[src/rtl/systolic_ctrl_if.sv]
// systolic_ctrl_if: operand-load bus and result stream for systolic_ctrl.
//   load_en/load_sel/load_addr/load_data : operand write port (A or B, index row*2+col)
//   res_valid/res_ready/res_data/res_last : valid/ready result stream, c00..c11 order
// slave  = controller side, master = host/consumer side.
interface systolic_ctrl_if #(
    parameter int WIDTH = 8
);
    logic             load_en;
    logic             load_sel;
    logic [1:0]       load_addr;
    logic [WIDTH-1:0] load_data;
    logic             res_valid;
    logic             res_ready;
    logic [WIDTH-1:0] res_data;
    logic             res_last;

    modport slave (
        input  load_en, load_sel, load_addr, load_data, res_ready,
        output res_valid, res_data, res_last
    );

    modport master (
        output load_en, load_sel, load_addr, load_data, res_ready,
        input  res_valid, res_data, res_last
    );
endinterface

[src/rtl/systolic_ctrl.sv]
// systolic_ctrl: sequencer for a 2x2 output-stationary systolic multiply.
// Stores A and B (2x2, signed WIDTH), clears the PE array, feeds skewed operands
// on the left/top edges for 4 cycles, captures the PE accumulators and streams
// the four results out over a valid/ready channel.
// Ports:
//   clk, rst_n          : clock, asynchronous active-low reset
//   bus (slave)         : load port + result stream (see systolic_ctrl_if)
//   start               : begin a run with the stored A, B (IDLE only)
//   busy, done          : run in progress / one-cycle completion pulse
//   pe_clear            : accumulator clear strobe to the PEs
//   a_row0/1, b_col0/1  : operand feeds into the array edges
//   c_in                : PE accumulators {c11,c10,c01,c00}
module systolic_ctrl #(
    parameter int WIDTH = 8
) (
    input  logic               clk,
    input  logic               rst_n,
    systolic_ctrl_if.slave     bus,
    input  logic               start,
    output logic               busy,
    output logic               done,
    output logic               pe_clear,
    output logic [WIDTH-1:0]   a_row0,
    output logic [WIDTH-1:0]   a_row1,
    output logic [WIDTH-1:0]   b_col0,
    output logic [WIDTH-1:0]   b_col1,
    input  logic [4*WIDTH-1:0] c_in
);

    typedef enum logic [2:0] {
        S_IDLE,
        S_CLEAR,
        S_FEED,
        S_DRAIN,
        S_OUTPUT,
        S_DONE
    } state_t;

    state_t           r_state;
    state_t           w_next_state;
    logic [1:0]       r_k;
    logic [1:0]       r_idx;
    logic [WIDTH-1:0] r_a [4];
    logic [WIDTH-1:0] r_b [4];
    logic [WIDTH-1:0] r_c [4];

    logic             w_res_valid;
    logic             w_res_last;
    logic [WIDTH-1:0] w_res_data;

    assign bus.res_valid = w_res_valid;
    assign bus.res_last  = w_res_last;
    assign bus.res_data  = w_res_data;

    always_ff @(posedge clk or negedge rst_n) begin
        if (!rst_n) begin
            r_state <= S_IDLE;
        end else begin
            r_state <= w_next_state;
        end
    end

    always_comb begin
        w_next_state = r_state;
        busy         = 1'b0;
        done         = 1'b0;
        pe_clear     = 1'b0;
        a_row0       = '0;
        a_row1       = '0;
        b_col0       = '0;
        b_col1       = '0;
        w_res_valid  = 1'b0;
        w_res_last   = 1'b0;
        w_res_data   = '0;
        case (r_state)
            S_IDLE: begin
                if (start) begin
                    w_next_state = S_CLEAR;
                end
            end
            S_CLEAR: begin
                busy         = 1'b1;
                pe_clear     = 1'b1;
                w_next_state = S_FEED;
            end
            S_FEED: begin
                busy = 1'b1;
                // Row i / column j is skewed by i / j cycles: A[i][k-i], B[k-j][j].
                case (r_k)
                    2'd0: begin
                        a_row0 = r_a[0];
                        b_col0 = r_b[0];
                    end
                    2'd1: begin
                        a_row0 = r_a[1];
                        a_row1 = r_a[2];
                        b_col0 = r_b[2];
                        b_col1 = r_b[1];
                    end
                    2'd2: begin
                        a_row1 = r_a[3];
                        b_col1 = r_b[3];
                    end
                    default: begin
                    end
                endcase
                if (r_k == 2'd3) begin
                    w_next_state = S_DRAIN;
                end
            end
            S_DRAIN: begin
                busy         = 1'b1;
                w_next_state = S_OUTPUT;
            end
            S_OUTPUT: begin
                busy        = 1'b1;
                w_res_valid = 1'b1;
                w_res_data  = r_c[r_idx];
                w_res_last  = (r_idx == 2'd3);
                if (bus.res_ready && (r_idx == 2'd3)) begin
                    w_next_state = S_DONE;
                end
            end
            S_DONE: begin
                done         = 1'b1;
                w_next_state = S_IDLE;
            end
            default: begin
                w_next_state = S_IDLE;
            end
        endcase
    end

    always_ff @(posedge clk or negedge rst_n) begin
        if (!rst_n) begin
            r_k   <= '0;
            r_idx <= '0;
            for (int unsigned i = 0; i < 4; i++) begin
                r_a[i] <= '0;
                r_b[i] <= '0;
                r_c[i] <= '0;
            end
        end else begin
            if ((r_state == S_IDLE) && bus.load_en) begin
                if (bus.load_sel) begin
                    r_b[bus.load_addr] <= bus.load_data;
                end else begin
                    r_a[bus.load_addr] <= bus.load_data;
                end
            end

            // Counter wraps 3 -> 0 on the edge leaving FEED.
            if (r_state == S_FEED) begin
                r_k <= r_k + 2'd1;
            end else begin
                r_k <= '0;
            end

            if (r_state == S_DRAIN) begin
                for (int unsigned i = 0; i < 4; i++) begin
                    r_c[i] <= c_in[i*WIDTH +: WIDTH];
                end
            end

            if (r_state == S_OUTPUT) begin
                if (bus.res_ready) begin
                    r_idx <= r_idx + 2'd1;
                end
            end else begin
                r_idx <= '0;
            end
        end
    end

endmodule
[src/flat_wrapper.sv]
// flat-port wrapper written by rule: the top's interface ports become plain ports
module systolic_ctrl_flat 
#(
    parameter int WIDTH = 8
)
  (clk, rst_n, start, busy, done, pe_clear, a_row0, a_row1, b_col0, b_col1, c_in, bus_load_en, bus_load_sel, bus_load_addr, bus_load_data, bus_res_ready, bus_res_valid, bus_res_data, bus_res_last);
  systolic_ctrl_if #(.WIDTH(WIDTH)) bus_i ();
  input  logic clk;
  input  logic rst_n;
  input  logic start;
  output logic busy;
  output logic done;
  output logic pe_clear;
  output logic [WIDTH-1:0] a_row0;
  output logic [WIDTH-1:0] a_row1;
  output logic [WIDTH-1:0] b_col0;
  output logic [WIDTH-1:0] b_col1;
  input  logic [4*WIDTH-1:0] c_in;
  input wire logic [$bits(bus_i.load_en)-1:0] bus_load_en;
  input wire logic [$bits(bus_i.load_sel)-1:0] bus_load_sel;
  input wire logic [$bits(bus_i.load_addr)-1:0] bus_load_addr;
  input wire logic [$bits(bus_i.load_data)-1:0] bus_load_data;
  input wire logic [$bits(bus_i.res_ready)-1:0] bus_res_ready;
  output wire logic [$bits(bus_i.res_valid)-1:0] bus_res_valid;
  output wire logic [$bits(bus_i.res_data)-1:0] bus_res_data;
  output wire logic [$bits(bus_i.res_last)-1:0] bus_res_last;
  assign bus_i.load_en = bus_load_en;
  assign bus_i.load_sel = bus_load_sel;
  assign bus_i.load_addr = bus_load_addr;
  assign bus_i.load_data = bus_load_data;
  assign bus_i.res_ready = bus_res_ready;
  assign bus_res_valid = bus_i.res_valid;
  assign bus_res_data = bus_i.res_data;
  assign bus_res_last = bus_i.res_last;
  systolic_ctrl #(.WIDTH(WIDTH)) u_core (.clk(clk), .rst_n(rst_n), .bus(bus_i), .start(start), .busy(busy), .done(done), .pe_clear(pe_clear), .a_row0(a_row0), .a_row1(a_row1), .b_col0(b_col0), .b_col1(b_col1), .c_in(c_in));
endmodule
[config.mk]
export PLATFORM = sky130hd
export DESIGN_NAME = systolic_ctrl_flat
export DESIGN_NICKNAME = d
export VERILOG_FILES = /design/src/rtl/systolic_ctrl_if.sv /design/src/rtl/systolic_ctrl.sv /design/src/flat_wrapper.sv
export SDC_FILE = /design/constraint.sdc
export NUM_CORES = 1
export LEC_CHECK = 0
export BUFFER_PORTS_ARGS = -buffer_cell sky130_fd_sc_hd__buf_4
export CAP_MARGIN = 5
export CORE_MARGIN = 4
export CORE_UTILIZATION = 40
export DETAILED_ROUTE_END_ITERATION = 10
export PLACE_DENSITY = 0.6
export REMOVE_ABC_BUFFERS = 1
export SLEW_MARGIN = 20
export SYNTH_ARGS = -nofsm -noshare
export SYNTH_HDL_FRONTEND = slang
export SYNTH_SLANG_ARGS = --single-unit
export TNS_END_PERCENT = 10
[constraint.sdc]
create_clock -name clk -period 2.3 [get_ports clk]
set_input_delay 0.23 -clock clk [delete_from_list [all_inputs] [get_ports clk]]
set_output_delay 0.23 -clock clk [all_outputs]
set_load 0.005 [all_outputs]
# == After elaboration in Yosys (flattened, before gate mapping) ==
# Index checks and enable logic that the tools add are counted.
# word_totals
regBits,103
out_inout_bits,45
elab_cells,73
# classes
add_sub_neg,2
n_lt_le_gt_ge,3
n_eq_ne,13
n_mux,28
n_bitwise,3
n_reduce_logical,9
# ops
op,n
32-bit bitwise mux,2
8-bit 2-to-1 mux,8
8-bit case mux with 2 select lines,4
8-bit binary-select mux with 2-bit select,1
8-bit demux with 2-bit select,1
3-bit case mux with 5 select lines,1
3-bit 2-to-1 mux,3
2-bit == test (second input constant),3
3-bit by 2-bit == test with 1-bit output (second input constant),2
3-bit == test (second input constant),2
3-bit >= comparator (second input constant),2
2-bit 2-to-1 mux,3
2-bit inverter with 3-bit output,2
1-bit 2-to-1 mux,5
2-bit by 1-bit adder with 2-bit output (second input constant),2
2-bit by 1-bit != test with 1-bit output (second input constant),2
2-bit != test (second input constant),2
2-bit AND reduction,2
4-bit OR reduction,1
3-bit by 1-bit == test with 1-bit output (second input constant),1
1-bit logical AND,3
3-bit logical NOT,1
3-bit by 1-bit less-than comparator with 1-bit output (second input constant),1
3-bit AND reduction,1
3 further kinds,3

# == Depth between registers and ports, before layout ==
# depth
ltp_word,6
mapped_depth,7
mapped_depth_nobuf,5

# == Worst setup path before layout ==
# Ideal clock, no wire load.
# synth_path
path_type,reg2out
start,reg u_core.r_state[0]
end,out a_row1[5]
t_arrival_ps,1910
required_ps,2070
path_slack_ps,160
stages_incl_launch_ff,8
n_path_buf,4
path_cell_list,dfrtp_1 > clkbuf_1 > or3b_2 > clkbuf_1 > or2_2 > clkbuf_1 > clkbuf_1 > nor2_1
# synth_via
elab_chain_len,2
# synth_lines
element,line,text
"start, declared",systolic_ctrl.sv:39,state_t r_state;
"start signal, assigned",systolic_ctrl.sv:59,r_state <= w_next_state;
3-bit by 2-bit == test with 1-bit output,systolic_ctrl.sv:75,case (r_state)
8-bit 2-to-1 mux,systolic_ctrl.sv:75,
"end, declared",flat_wrapper.sv:15,output logic [WIDTH-1:0] a_row1;
# No other way between the ends.

# == Worst setup path in the final report ==
# layout_path
start,reg u_core.r_state[2]
end,out b_col1[6]
# layout_via
elab_chain_len,2
# layout_lines
element,line,text
3-bit by 2-bit == test with 1-bit output,systolic_ctrl.sv:75,
8-bit 2-to-1 mux,systolic_ctrl.sv:75,
"end, declared",flat_wrapper.sv:17,output logic [WIDTH-1:0] b_col1;
# No other way between the ends.

==> impl_metrics.env <==
export IMPL_critPathCaptureType="primary output"
export IMPL_initial_core_util_pct=41.2
export IMPL_synth_common_cells="103 x dfrtp_1, 86 x mux2_2, 37 x nor2_1"
export IMPL_cts_sinks=103
export IMPL_cpMostUsedCell="buf_4"
export IMPL_path_class="flop to primary output"
export IMPL_fin_skew_ns=0.00471
export IMPL_whs_path_depth=2
export IMPL_core_um2=11500
export IMPL_placed_area_um2=5620
export IMPL_pin_count=93
export IMPL_synth_edf_count=0
export IMPL_h_tree_depth=3
export IMPL_wire_per_inst_um=18.3
export IMPL_ant_nets=0
export IMPL_max_vdd_ir_drop_mv=0.510
export IMPL_die_width_um=117
export IMPL_grt_overflow=0
export IMPL_dieArea_um2=13700
export IMPL_cp_data_arrival_time_ns=1.98
export IMPL_yosys_warnings=0
export IMPL_cp_slowest_cell="or3b_2"
export IMPL_worstRegToRegCells=3
export IMPL_wl_um=10700
export IMPL_async_flop_share_pct=100
export IMPL_synth_cell_type_count=33
export IMPL_synth_area_leader_cell="dfrtp_1"
export IMPL_cts_root_buf="clkbuf_16"
export IMPL_post_place_ws_ns=0.165
export IMPL_hold_viol=0
export IMPL_leakage_nw=2.69
export IMPL_final_area_um2=5900
export IMPL_synth_avg_cell_area_um2=13.6
export IMPL_rsz0062_at_grt="yes"
export IMPL_via_count=3101
export IMPL_dr_pass1_iters=4
export IMPL_ys_ff_latch=103
export IMPL_period_needed_ns=2.21
export IMPL_setup_tns_ns=0
export IMPL_rows=39
export IMPL_max_freq_ghz=0.453
export IMPL_io_buffers=92
export IMPL_syn_inst=348
export IMPL_tightest_slew_ns=0.600
export IMPL_dp_cells=572
export IMPL_grt_max_degree=47
export IMPL_grtUsageTotal_pct=16.5
export IMPL_holdPathEnd="u_core.r_c[9]"
export IMPL_drv_slew=0
export IMPL_cts_clk_slew_worst_paths_ns=0.07
export IMPL_outcome="complete, no violations"
export IMPL_final_setup_viol_count=0
export IMPL_synthToLayoutAreaGrowth_pct=24.3
export IMPL_drc=0
export IMPL_rr_startpoint="u_core.r_state[2]"
export IMPL_r2r_slack_ns=0.14
export IMPL_hold_class="primary input to flop"
export IMPL_vias_per_cell=5.28
export IMPL_die_y_um=117
export IMPL_antenna_found_initial=0
export IMPL_synth_area_um2=4750
export IMPL_clk_latency_ns=0.34
export IMPL_ys_flop_type="dfrtp_1"
export IMPL_yosysSeqAreaShare_pct=54.3
export IMPL_postLayoutSetupSlackWorst_ns=0.0918
export IMPL_path_cells="buf_4, or3b_2, or2_4, nor2_1, buf_4"
export IMPL_whs_ns=0.119
export IMPL_nets=494
export IMPL_slew_headroom_pct=60.0
export IMPL_grt_pass1_wl_um=17200
export IMPL_synth_most_common_cell="dfrtp_1"
export IMPL_cp_start_kind="flop"
export IMPL_cts_buffers=9
export IMPL_cts_tree="built"
export IMPL_drt_iter0_drc=132
export IMPL_maxCapViolations=0
export IMPL_routabilityCongestion=0.724
export IMPL_instances_no_fill=587
export IMPL_dpl_hpwl_um=7250
export IMPL_synth_top_area_share_pct=54.3
export IMPL_drive_gt1_share_pct=52.3
export IMPL_fin_crit_sh_pct=96.0
export IMPL_cp_data_required_time_ns=2.07
export IMPL_critical_path_max_stage_delay_ns=0.47
export IMPL_clock_path_buffers=2
export IMPL_insertedDiodeCount=0
export IMPL_power_density_nw_per_um2=1180
export IMPL_hp_start="c_in[17]"
export IMPL_path_max_fanout=17
export IMPL_grt_pass1_vias=3323
export IMPL_r2r_end="u_core.r_a[15]"
export IMPL_yosys_top_cells_area="dfrtp_1 54%, mux2_2 20%, a22oi_1 5.1%"
-- layer usage --
metal | part of all wire (%) | GRT usage (%) | up-vias
li1 | - | - | 1432
met1 | 45 | 21.9 | 1566
met2 | 47 | 26.3 | 91
met3 | 6.5 | 4.94 | 12
met4 | 1.3 | 5.05 | 0
met5 | 0 | 0 | -
-- critical path: cells and delay by family, from the launching register on --
family,cells,cell delay [ns]
simple gates,3,0.95
buf+inv,2,0.30
flops,1,0.38
-- worst max-delay path by stage --
stage / start / endpoint / slack (ns) / cells after the start
after floorplan: u_core.r_state[2] / u_core.r_a[14] / 0.16 / 3
after global placement: u_core.r_state[2] / u_core.r_a[14] / 0.19 / 3
after detailed placement: u_core.r_state[2] / u_core.r_a[15] / 0.16 / 3
after CTS: u_core.r_idx[0] / bus_res_data[5] / 0.04 / 3
after global routing: u_core.r_state[2] / a_row1[1] / -0.0005 / 5
final: u_core.r_state[2] / b_col1[6] / 0.09 / 5
-- final cells by class --
type / instances / area, um^2
fill: 1051 / 5610
sequential: 103 / 2580
multi-input combinational: 213 / 2030
timing repair buffer: 109 / 833
clock buffer: 13 / 260
tap: 143 / 179
inverter: 5 / 18.8
clock inverter: 1 / 5.00
-- layout by cell type, fill, tap and decap left out, drive strengths merged, types with 2 or more instances in the layout --
cell and instances:
dfrtp 103, inv 5, mux2 96, buf 108
xnor2 2, clkbuf 13, mux2i 2, or3b 2
or4b 3, and4b 2, nand2 2, nor2 37
mux4 8, nor2b 9, ha 5, a22oi 32
-- cell families (layout without fill, tap and decap cells) --
group,Yosys count,count (layout),synth area share [%]
AO/OA/AOI/OAI,33,33,5.16
buffers and inverters,32,128,3.08
flip-flops,103,103,54.3
adder cells (fa/ha/maj),5,5,1.32
multiplexers,106,106,27.8
XOR/XNOR,2,2,0.369
AND/OR/NAND/NOR,67,67,8.01
-- timing repair --
item                       in CTS  in global routing
hold buffers                    1                  0
setup endpoints to repair      16                  4
gates resized for setup         1                  1
buffers inserted                0                  0
hold endpoints to repair       44                  0
cloned                          0                  0
-- stage by stage --
| stage | util [%] | total power [W] |
|---|---|---|
| finish | 51.2 | 0.00698 |
| global route | 51.2 | 0.00747 |
| CTS | 51.2 | 0.00708 |
| detailed placement | 48.8 | 0.00565 |
| global placement | 48.8 | 0.00554 |
| floorplan | - | 0.00471 |
-- flip-flops by register name, summed over array words and instances, names as in the netlist --
register and count:
u_core.r_a 32, u_core.r_b 32, u_core.r_c 32, u_core.r_idx 2, u_core.r_k 2, u_core.r_state 3
-- power by group --
part | total, W | internal, W | switching [W]
clock | 0.00140 | 0.000780 | 0.000617
sequential | 0.00314 | 0.00269 | 0.000451
combinational | 0.00244 | 0.00148 | 0.000961
total | 0.00698 | 0.00495 | 0.00203
Note: power is estimated with default switching activity, not from simulation.
